**config.mk**
```make
export PLATFORM = sky130hd
export DESIGN_NAME = iob_plic_gateway_arb
export DESIGN_NICKNAME = d
export VERILOG_FILES = /design/src/rtl/iob_plic_gateway_arb.sv
export SDC_FILE = /design/constraint.sdc
export NUM_CORES = 1
export LEC_CHECK = 0
export ABC_CLOCK_PERIOD_IN_PS = 56900
export CELL_PAD_IN_SITES_DETAIL_PLACEMENT = 1
export CELL_PAD_IN_SITES_GLOBAL_PLACEMENT = 2
export CORE_MARGIN = 3
export CORE_UTILIZATION = 36
export DETAILED_ROUTE_END_ITERATION = 12
export HOLD_SLACK_MARGIN = 0.02
export PLACE_DENSITY_LB_ADDON = 0.12
export SKIP_CTS_REPAIR_TIMING = 1
export SLEW_MARGIN = 20
export SYNTH_ARGS = -nofsm -noshare
export SYNTH_HDL_FRONTEND = slang
export SYNTH_SLANG_ARGS = --single-unit
```
**constraint.sdc**
```tcl
create_clock -name clk_i -period 56.9 [get_ports clk_i]
set_clock_uncertainty 0.15 [all_clocks]
set_input_delay 11.38 -clock clk_i [delete_from_list [all_inputs] [get_ports clk_i]]
set_output_delay 11.38 -clock clk_i [all_outputs]
set_load 0.03 [all_outputs]
```
**src/rtl/iob_plic_gateway_arb.sv**
```systemverilog
// PLIC interrupt core: per-source edge/level gateways with saturating pending counters
// feeding N_TARGETS registered priority arbiters. Define IOB_PLIC_THRESHOLD_EN to enable per-target thresholds.
module iob_plic_gateway_arb #(
    parameter int unsigned N_SOURCES         = 31,
    parameter int unsigned N_TARGETS         = 2,
    parameter int unsigned PRIORITIES        = 8,
    parameter int unsigned MAX_PENDING_COUNT = 4,
    localparam int unsigned PRIO_W           = $clog2(PRIORITIES),
    localparam int unsigned SRC_W            = $clog2(N_SOURCES + 1),
    localparam int unsigned CNT_W            = $clog2(MAX_PENDING_COUNT + 1)
) (
    input  logic                             clk_i,
    input  logic                             arst_n_i,
    input  logic                             cke_i,
    input  logic [N_SOURCES-1:0]             src_i,
    input  logic [N_SOURCES-1:0]             el_i,
    input  logic [N_SOURCES*PRIO_W-1:0]      prio_i,
    input  logic [N_TARGETS*N_SOURCES-1:0]   ie_i,
    input  logic [N_TARGETS*PRIO_W-1:0]      th_i,
    input  logic [N_TARGETS-1:0]             claim_i,
    input  logic [N_TARGETS-1:0]             complete_i,
    input  logic [N_TARGETS*SRC_W-1:0]       cmpl_id_i,
    output logic [N_SOURCES-1:0]             ip_o,
    output logic [N_TARGETS*SRC_W-1:0]       id_o,
    output logic [N_TARGETS-1:0]             irq_o
);

    logic [N_SOURCES-1:0]              ip_q, ip_d;
    logic [N_SOURCES-1:0]              busy_q, busy_d;
    logic [N_SOURCES-1:0]              src_d_q, src_d_d;
    logic [N_SOURCES-1:0][CNT_W-1:0]   cnt_q, cnt_d;
    logic [N_TARGETS-1:0][SRC_W-1:0]   id_q, id_d;
    logic [N_TARGETS-1:0]              irq_q, irq_d;

    logic [N_SOURCES-1:0]              claim_mask;
    logic [N_SOURCES-1:0]              cmpl_mask;
    logic [N_SOURCES-1:0]              edge_ev;
    logic [N_SOURCES-1:0]              take;
    logic [N_TARGETS-1:0][N_SOURCES-1:0] cand;
    logic [N_TARGETS-1:0][PRIO_W-1:0]  best_prio;

`ifndef IOB_PLIC_THRESHOLD_EN
    logic th_unused;
    assign th_unused = ^th_i;
`endif

    // Decode claim/complete pulses into per-source masks; a shared claim collapses to one owner.
    always_comb begin
        claim_mask = '0;
        cmpl_mask  = '0;
        for (int unsigned t = 0; t < N_TARGETS; t++) begin
            for (int unsigned s = 0; s < N_SOURCES; s++) begin
                if (claim_i[t] && id_q[t] == SRC_W'(s + 1))
                    claim_mask[s] = 1'b1;
                if (complete_i[t] && cmpl_id_i[t*SRC_W +: SRC_W] == SRC_W'(s + 1))
                    cmpl_mask[s] = 1'b1;
            end
        end
    end

    always_comb begin
        ip_d    = ip_q;
        busy_d  = busy_q;
        cnt_d   = cnt_q;
        src_d_d = src_i;
        edge_ev = '0;
        take    = '0;
        for (int unsigned s = 0; s < N_SOURCES; s++) begin
            edge_ev[s] = el_i[s] & src_i[s] & ~src_d_q[s];
            take[s]    = ~busy_q[s] & ~ip_q[s] &
                         (el_i[s] ? (cnt_q[s] != '0) : src_i[s]);
            if (take[s]) begin
                ip_d[s] = 1'b1;
                if (el_i[s])
                    cnt_d[s] = cnt_q[s] - CNT_W'(1);
            end
            // Decrement first so an event coinciding with a take nets out even at saturation.
            if (edge_ev[s] && cnt_d[s] < CNT_W'(MAX_PENDING_COUNT))
                cnt_d[s] = cnt_d[s] + CNT_W'(1);
            if (cmpl_mask[s] && busy_q[s])
                busy_d[s] = 1'b0;
            if (claim_mask[s]) begin
                ip_d[s]   = 1'b0;
                busy_d[s] = 1'b1;
            end
        end
    end

    // Sources claimed this cycle are masked so the next id_o already excludes them.
    always_comb begin
        cand = '0;
        for (int unsigned t = 0; t < N_TARGETS; t++) begin
            for (int unsigned s = 0; s < N_SOURCES; s++) begin
                cand[t][s] = ip_q[s] & ~claim_mask[s] & ie_i[t*N_SOURCES + s] &
                             (prio_i[s*PRIO_W +: PRIO_W] != '0)
`ifdef IOB_PLIC_THRESHOLD_EN
                             & (prio_i[s*PRIO_W +: PRIO_W] > th_i[t*PRIO_W +: PRIO_W])
`endif
                             ;
            end
        end
    end

    always_comb begin
        id_d      = '0;
        irq_d     = '0;
        best_prio = '0;
        for (int unsigned t = 0; t < N_TARGETS; t++) begin
            for (int unsigned s = 0; s < N_SOURCES; s++) begin
                if (cand[t][s] && prio_i[s*PRIO_W +: PRIO_W] > best_prio[t]) begin
                    best_prio[t] = prio_i[s*PRIO_W +: PRIO_W];
                    id_d[t]      = SRC_W'(s + 1);
                end
            end
            irq_d[t] = (id_d[t] != '0);
        end
    end

    always_ff @(posedge clk_i or negedge arst_n_i) begin
        if (!arst_n_i) begin
            ip_q    <= '0;
            busy_q  <= '0;
            src_d_q <= '0;
            cnt_q   <= '0;
            id_q    <= '0;
            irq_q   <= '0;
        end else if (cke_i) begin
            ip_q    <= ip_d;
            busy_q  <= busy_d;
            src_d_q <= src_d_d;
            cnt_q   <= cnt_d;
            id_q    <= id_d;
            irq_q   <= irq_d;
        end
    end

    assign ip_o  = ip_q;
    assign id_o  = id_q;
    assign irq_o = irq_q;

endmodule

```
==> results of run 1 <==
per-layer routing:
layer	vias up	part of all wire	wire, um
li1	10600	-	-
met4	4	0.026	2120
met5	-	0.00034	27
met1	10900	0.45	36300
met3	95	0.052	4210
met2	434	0.47	37900
sequential cells by signal, indices dropped and copies added (netlist names):
name and cells:
busy_q 31, cnt_q 93, id_o 10, ip_o 31, irq_o 2, src_d_q 31
worst max-delay path, delay by kind of cell:
| kind | cells | cell delay (ns) |
|---|---|---|
| muxes | 5 | 1.89 |
| AOI/OAI and AO/OA | 73 | 15.92 |
| buffers and inverters | 4 | 0.82 |
| adders and majority gates | 45 | 13.20 |
| and+or+nand+nor | 70 | 10.48 |
through the flow:
stage	setup TNS (ns)	setup WS (ns)	instance area (um^2)	std cells
final	0	3.27	25500	3799
after global routing	-0.164	-0.0842	25500	3795
after CTS	0	2.16	25500	3795
after detailed placement	0	1.84	24900	3764
after global placement	0	2.97	24900	3764
after floorplan	0	9.07	21500	2815
how the worst max path moves through the flow:
stage	from	to	slack [ns]	cells after the start
5_1_grt	claim_i[1]	id_o[4]	-0.08	196
2_1_floorplan	claim_i[1]	irq_o[0]	9.07	200
3_3_place_gp	claim_i[1]	id_o[4]	2.97	196
6_report	claim_i[1]	irq_o[0]	3.27	197
4_1_cts	claim_i[1]	irq_o[0]	2.16	197
3_5_place_dp	claim_i[1]	irq_o[0]	1.84	197
layout by cell type, fill, tap and decap left out, drive strengths merged, types with 30 or more instances in the layout:
cell,synthesis,final
nand2,364,364
o31ai,32,32
nand3,133,133
dfrtp,198,198
xnor2,97,97
nor2,316,316
mux2i,34,34
and2,54,54
maj3,31,31
nand2b,30,30
and3,42,42
a21oi,220,220
a21o,39,39
o21ai,129,129
inv,144,149
clkdlybuf4s50,0,274
o211ai,37,37
o22ai,55,55
nor3,55,55
ha,165,165
o22a,46,46
a31oi,30,30
mux2,41,41
cell type report:
class | instances | area, um^2 | area share
tap | 765 | 957 | 0.0375
timing repair buffer | 285 | 2840 | 0.111
multi-input combinational | 2372 | 15600 | 0.612
clock buffer | 18 | 429 | 0.0168
inverter | 144 | 542 | 0.0212
sequential | 198 | 4950 | 0.194
antenna | 4 | 10.0 | 0.000392
clock inverter | 13 | 169 | 0.00661
power groups by stage:
| stage | combinational, W | sequential [W] | clock (W) |
|---|---|---|---|
| 2_1_floorplan | 0.000549 | 0.000255 | 0 |
| 3_3_place_gp | 0.000744 | 0.000264 | 0 |
| 3_5_place_dp | 0.000779 | 0.000267 | 0 |
| 4_1_cts | 0.000786 | 0.000265 | 0.000133 |
| 5_1_grt | 0.000886 | 0.000274 | 0.000139 |
| 6_report | 0.000787 | 0.000265 | 0.000130 |
cell families after synthesis:
family,share of synthesized area
AO/OA/AOI/OAI,0.262
XOR/XNOR,0.0506
adder cells (fa/ha/maj),0.111
buffers and inverters,0.0446
flip-flops,0.231
multiplexers,0.0377
AND/OR/NAND/NOR,0.264
==> results.cfg, run 1 <==
[route]
firstDrtPassIters = 5
first_iter_violations = 953
drc_errors = 0
routedWlPerCell_um = 21.2
avgViaCountPerCell = 5.82
wirelength_um = 80500
vias = 22100
antenna_left = 0

[timing]
fmax_mhz = 18.6
relSlewSlack = 0.263
final-setup-viol-count = 0
period_needed_ns = 53.63
hold_viol_final = 0
slew_violations = 0
holdWs_ns = 0.326
tightest_slew_ns = 1.10
post-route-period-util = 0.943

[setup_path]
crit_fanout = 9
cp.required_ns = 57.05
cp_slowest_cell = clkdlybuf4s50_1
r2r-start = id_o[0]
rr_endpoint = irq_o[0]
start_kind = input port
crit_path_end_kind = register
crit_top_cell = nor2_1
critical_path.max_stage_delay_ns = 0.58
r2r_cells = 196
crit_type = input port to register
rrSetupSlack_ns = 14.13
cp_data_arrival_time_ns = 53.78

[cts]
clockBufferDepth = 2
path_clk_slew_ns = 0.07
cts_sinks = 198
clk_latency_ns = 0.45
htreeDepth = 4
cts-root-buf = clkbuf_16
cts_buffers = 17
cts_tree = yes

[die]
fp.coreArea_mm2 = 0.0584
initial_core_util = 0.368
die-area_mm2 = 0.0626
fp.dieH_um = 250
die_w_um = 250
core.rowCount = 88
num_io_pins = 283

[synthesis]
post-synth-top-count-cell = nand2_1
ys_types = 116
yosys_register_bits = 198
avgSynthCellArea_um2 = 7.63
ys_warn_count = 0
synth_flop_cell = dfrtp_1
synth_area_leaders = dfrtp_1, ha_1, nand2_1
yosys.area.top_type = dfrtp_1
synth_top_area_share = 0.231
seq_area_frac_synth = 0.231
yosys-top-cells-count = nand2_1, nor2_1, a21oi_1, dfrtp_1, ha_1
synth_edf_count = 0
synth_cells = 2815
ys_async_sr_fraction = 1.00
synth_area_mm2 = 0.0215
syn_nets = 3220

[place]
port_buffers = 276
gp_congestion = 0.901
hpwlAfterDp_um = 65500

[power]
p_int_w = 0.000600
p_leak_nw = 10.6
ir_drop_v = 0.0000190
power.share.combinational = 0.666
swShare = 0.492
power_w = 0.00118
seqPwrFrac = 0.225
clkPwrFrac = 0.110
p_switching_w = 0.000582
p_per_area_mw_per_mm2 = 46.3

[worst_hold_path]
hold_end = cnt_q[45]
hold_path.class = register to register
whs_path_depth = 1
hold_start = cnt_q[45]

[outcome]
status = completed

[global_routing]
use_met2 = 0.424
top_usage_layer = met2
grt_use_met3 = 0.0410
antenna_found_initial = 4
grt_max_degree = 98
use_met1 = 0.324
grtUsageTotal = 0.249
overflow = 0
grt_pass1_vias = 23000
grt_pass1_wl_um = 126000

[finish]
drive_above_1_share = 0.0614
finalNetCount = 3423
utilization = 0.438
area_growth_pct = 18.9
fill_cells = 7165

[run]
cap_violations = 0
(Power assumes the default switching activity.)
==> inputs of run 2 (changes only) <==
--- a/config.mk
+++ b/config.mk
@@ -13,6 +13,7 @@
 export DETAILED_ROUTE_END_ITERATION = 12
 export HOLD_SLACK_MARGIN = 0.02
 export PLACE_DENSITY_LB_ADDON = 0.12
+export RECOVER_POWER = 50
 export SKIP_CTS_REPAIR_TIMING = 1
 export SLEW_MARGIN = 20
 export SYNTH_ARGS = -nofsm -noshare
==> run 2 against run 1 <==
The run now ends with capacitance limit, slew limit left. Setup slack better by 0.011 ns. Clock power is essentially flat. Design area down 0.11%. Die area unchanged. Sequential share of layout area barely moved. First-iteration DRC count up 12%. Critical path type unchanged. Sequential power about the same. Final cell count stayed put. Largest cell class unchanged. Utilization barely moved. Non-clock buffer count stayed put. Routed wire length about the same.
==> results.cfg, run 2 (synthesis gave the netlist of run 1 again) <==
[outcome]
status = finished with violations
failed_checks = capacitance limit, slew limit

[cts]
cts-root-buf = clkbuf_16
cts_buffers = 17
htreeDepth = 4
clockBufferDepth = 2
cts_tree = yes
cts_sinks = 198
path_clk_slew_ns = 0.07
clk_latency_ns = 0.45

[global_routing]
antenna_found_initial = 4
overflow = 0
grt_pass1_wl_um = 126000
grtUsageTotal = 0.249
grt_pass1_vias = 23000
grt_max_degree = 98

[finish]
layout_common_cells = nand2_1, nor2_1, clkdlybuf4s50_1, a21oi_1, dfrtp_1
largest_reg_flops = 93
area_growth_pct = 18.8
drive_above_1_share = 0.0601
finalNetCount = 3423
layout_commonest_cell = nand2_1
largest-register = cnt_q
utilization = 0.437

[route]
routedWlPerCell_um = 21.2
antenna_left = 0
vias = 22200
wirelength_um = 80500
avgViaCountPerCell = 5.85
drc_errors = 0
firstDrtPassIters = 5
first_iter_violations = 1068

[timing]
post-route-period-util = 0.942
hold_viol_final = 0
period_needed_ns = 53.62
tns_ns = 0
finalWorstSetupSlack_ns = 3.28
final-setup-viol-count = 0
slew_violations = 301
fmax_mhz = 18.7
tightest_slew_ns = 4.65
relSlewSlack = -2.10

[place]
hpwlAfterDp_um = 65500
dp_slack_ns = 1.84
gp_congestion = 0.901
port_buffers = 276

[setup_path]
crit_path_end_kind = register
cp_slowest_cell = clkdlybuf4s50_1
crit_fanout = 9
start_kind = input port
cp.required_ns = 57.05
crit_type = input port to register
cp_data_arrival_time_ns = 53.76
critical_path.max_stage_delay_ns = 0.58
crit_top_cell = nor2_1

[die]
core.rowCount = 88
fp.dieH_um = 250
die-area_mm2 = 0.0626
die_w_um = 250
fp.coreArea_mm2 = 0.0584
initial_core_util = 0.368
num_io_pins = 283

[power]
p_per_area_mw_per_mm2 = 46.3
p_leak_nw = 10.6
ir_drop_v = 0.0000190

[worst_hold_path]
hold_path.class = register to register

[run]
cap_violations = 4
run 2: cell count changes in the layout (fill, tap and decap cells not counted), sizes merged:
cell | before | now
buf | 10 | 7
clkbuf | 19 | 22
clkinv | 5 | 4
clkinvlp | 0 | 1
run 2: area by class of cell:
type,count,area (um^2)
clock buffers,18,429
fillers,7170,32800
multi-input cells,2372,15600
flip-flops and latches,198,4950
well taps,765,957
diodes,4,10.0
inverters,144,542
clock inverters,13,169
repair buffers,285,2810
run 2: metal layers:
layer / global-route usage / vias to the layer above / wire [um]
met1: 0.324 / 11000 / 36300
met3: 0.0410 / 96 / 4110
li1: - / 10600 / -
met4: 0.0707 / 4 / 2110
met2: 0.424 / 455 / 38000
met5: 0 / - / 27
run 2: critical path, delay by kind of cell:
kind                       cells  cell delay (ns)
AOI/OAI and AO/OA             72            15.72
and+or+nand+nor               72            10.81
muxes                          5             1.89
adders and majority gates     45            13.07
buffers and inverters          4             0.81
run 2: where the power goes:
part           switching (W)  total (W)  internal, W
combinational       0.000452   0.000786     0.000335
sequential         0.0000694   0.000265     0.000196
clock              0.0000600   0.000130    0.0000700
total               0.000581    0.00118     0.000601
run 2: metrics by stage:
step	std cells	power (W)	hold slack [ns]	instance area, um^2
after global placement	3764	0.00101	0.309	24900
after detailed placement	3764	0.00105	0.314	24900
final	3799	0.00118	0.326	25500
after global routing	3795	0.00130	0.339	25500
after CTS	3795	0.00118	0.329	25500
after floorplan	2815	0.000804	0.295	21500
run 2: final timing paths:
check / start / endpoint / slack, ns / cells after the start
worst max-delay path: claim_i[1] / irq_o[0] / 3.28 / 198
worst min-delay path: cnt_q[45] / cnt_q[45] / 0.33 / 1
worst max register to register: id_o[0] / irq_o[0] / 14.15 / 197
worst min register to register: cnt_q[45] / cnt_q[45] / 0.33 / 1
max in group asynchronous: arst_n_i / id_o[5] / 39.38 / 2
min in group asynchronous: arst_n_i / cnt_q[15] / 12.17 / 1
==> inputs of run 3 (changes only) <==
--- a/config.mk
+++ b/config.mk
@@ -5,11 +5,9 @@
 export SDC_FILE = /design/constraint.sdc
 export NUM_CORES = 1
 export LEC_CHECK = 0
-export ABC_CLOCK_PERIOD_IN_PS = 56900
-export CELL_PAD_IN_SITES_DETAIL_PLACEMENT = 1
-export CELL_PAD_IN_SITES_GLOBAL_PLACEMENT = 2
+export ABC_CLOCK_PERIOD_IN_PS = 44700
 export CORE_MARGIN = 3
-export CORE_UTILIZATION = 36
+export CORE_UTILIZATION = 52
 export DETAILED_ROUTE_END_ITERATION = 12
 export HOLD_SLACK_MARGIN = 0.02
 export PLACE_DENSITY_LB_ADDON = 0.12
==> constraint.sdc (replaced) <==
create_clock -name clk_i -period 44.7 [get_ports clk_i]
set_clock_uncertainty 0.15 [all_clocks]
set_input_delay 8.94 -clock clk_i [delete_from_list [all_inputs] [get_ports clk_i]]
set_output_delay 8.94 -clock clk_i [all_outputs]
set_load 0.03 [all_outputs]
==> run 3 against run 2 <==
The run ends with capacitance limit, slew limit, setup timing left. First-iteration DRC count increased by 87%. Sequential cell count unchanged. Sequential share of layout area decreased by 2.3 points. Sequential power increased by 26%. Register-to-register slack got worse by 6.7 ns. Global-route usage increased by 7.1 points. Highest routed layer unchanged.
==> results.cfg, run 3 (synthesis gave the netlist of run 1 again) <==
[power]
seqPwrFrac = 0.174
power_w = 0.00191
p_per_area_mw_per_mm2 = 66.1
swShare = 0.461
p_int_w = 0.00103
power.share.combinational = 0.744
ir_drop_v = 0.0000460
p_leak_nw = 12.2
p_switching_w = 0.000883
clkPwrFrac = 0.082

[route]
avgViaCountPerCell = 6.17
drc_errors = 0
vias = 23600
antenna_left = 0
routedWlPerCell_um = 19.9
first_iter_violations = 1999
wirelength_um = 76000
firstDrtPassIters = 6

[die]
core.rowCount = 73
die-area_mm2 = 0.0438
fp.coreArea_mm2 = 0.0403
die_w_um = 209
initial_core_util = 0.533
fp.dieH_um = 209
num_io_pins = 283

[cts]
clockBufferDepth = 2
htreeDepth = 4
cts_buffers = 17
cts-root-buf = clkbuf_16
clk_latency_ns = 0.46
path_clk_slew_ns = 0.08
cts_tree = yes
cts_sinks = 198

[finish]
utilization = 0.719
largest-register = cnt_q
multiInputGateArea_mm2 = 0.0173
area_growth_pct = 34.8
fin_cells = 3829
finalNetCount = 3692
regArea_mm2 = 0.00495
largest_reg_flops = 93
fill_cells = 3192
drive_above_1_share = 0.219
layout_common_cells = nand2_1, clkdlybuf4s50_1, buf_4, nor2_1, dfrtp_1
layout_commonest_cell = nand2_1

[setup_path]
crit_type = input port to register
cp_slowest_cell = or4_4
start_kind = input port
crit_top_cell = a21oi_2
rrSetupSlack_ns = 7.46
crit_path_end_kind = register
cp_data_arrival_time_ns = 45.08
cp.required_ns = 44.89
critical_path.max_stage_delay_ns = 0.57
crit_fanout = 4

[place]
hpwlAfterDp_um = 58300
place_inst = 3726
dp_slack_ns = -3.80
gp_congestion = 0.961
port_buffers = 276

[timing]
rsz0062_at_grt = yes
period_needed_ns = 44.89
hold_viol_final = 0
relSlewSlack = -1.05
post-route-period-util = 1.00
fmax_mhz = 22.3
final-setup-viol-count = 3
tightest_slew_ns = 3.08
finalWorstSetupSlack_ns = -0.190
slew_violations = 60

[run]
cap_violations = 1

[outcome]
status = finished with violations
failed_checks = capacitance limit, slew limit, setup timing

[global_routing]
grtUsageTotal = 0.320
grt_pass1_vias = 22100
grt_max_degree = 96
overflow = 0
grt_pass1_wl_um = 115000
antenna_found_initial = 5

[worst_hold_path]
hold_path.class = register to register
[run 3: stage by stage]
| stage | cell area [um^2] | hold WS (ns) | setup TNS, ns |
|---|---|---|---|
| CTS | 26700 | 0.326 | -37.35 |
| global placement | 26100 | 0.311 | -32.41 |
| floorplan | 21500 | 0.295 | 0 |
| global route | 29000 | 0.340 | -17.37 |
| finish | 29000 | 0.321 | -0.443 |
| detailed placement | 26100 | 0.312 | -39.79 |
[run 3: cell type report]
cell class              count  share of cell area
diodes                      4            0.000346
clock buffers              17              0.0147
clock inverters            15             0.00592
inverters                 144              0.0187
multi-input cells        2372               0.598
flip-flops and latches    198               0.171
well taps                 525              0.0227
repair buffers            554               0.168
[run 3: path summary, 6_finish.rpt]
kind / cells past startpoint / startpoint / endpoint
worst min register to register: 1 / cnt_q[36] / cnt_q[36]
max in group asynchronous: 2 / arst_n_i / src_d_q[26]
min in group asynchronous: 1 / arst_n_i / cnt_q[15]
worst min-delay path: 1 / cnt_q[36] / cnt_q[36]
worst max-delay path: 208 / claim_i[1] / irq_o[1]
worst max register to register: 206 / id_o[0] / irq_o[1]
[run 3: routing by layer]
metal	part of all wire	track usage	vias to the layer above	routed length, um
met3	0.069	0.0488	147	5220
met2	0.47	0.524	816	35500
met1	0.43	0.435	11500	32900
met4	0.032	0.101	2	2460
li1	-	-	11200	-
met5	0.00016	0	-	12
[run 3: power by group through the flow]
stage	logic, W	clock network [W]	registers, W
finish	0.00142	0.000158	0.000333
global route	0.00154	0.000166	0.000341
CTS	0.00110	0.000160	0.000330
detailed placement	0.00109	0	0.000332
global placement	0.00105	0	0.000328
floorplan	0.000704	0	0.000324
[run 3: critical path, delay by kind of cell]
kind,cells,cell delay [ns]
and+or+nand+nor,78,9.54
muxes,7,2.07
adders and majority gates,41,11.35
buffers and inverters,11,1.33
AOI/OAI and AO/OA,71,11.76
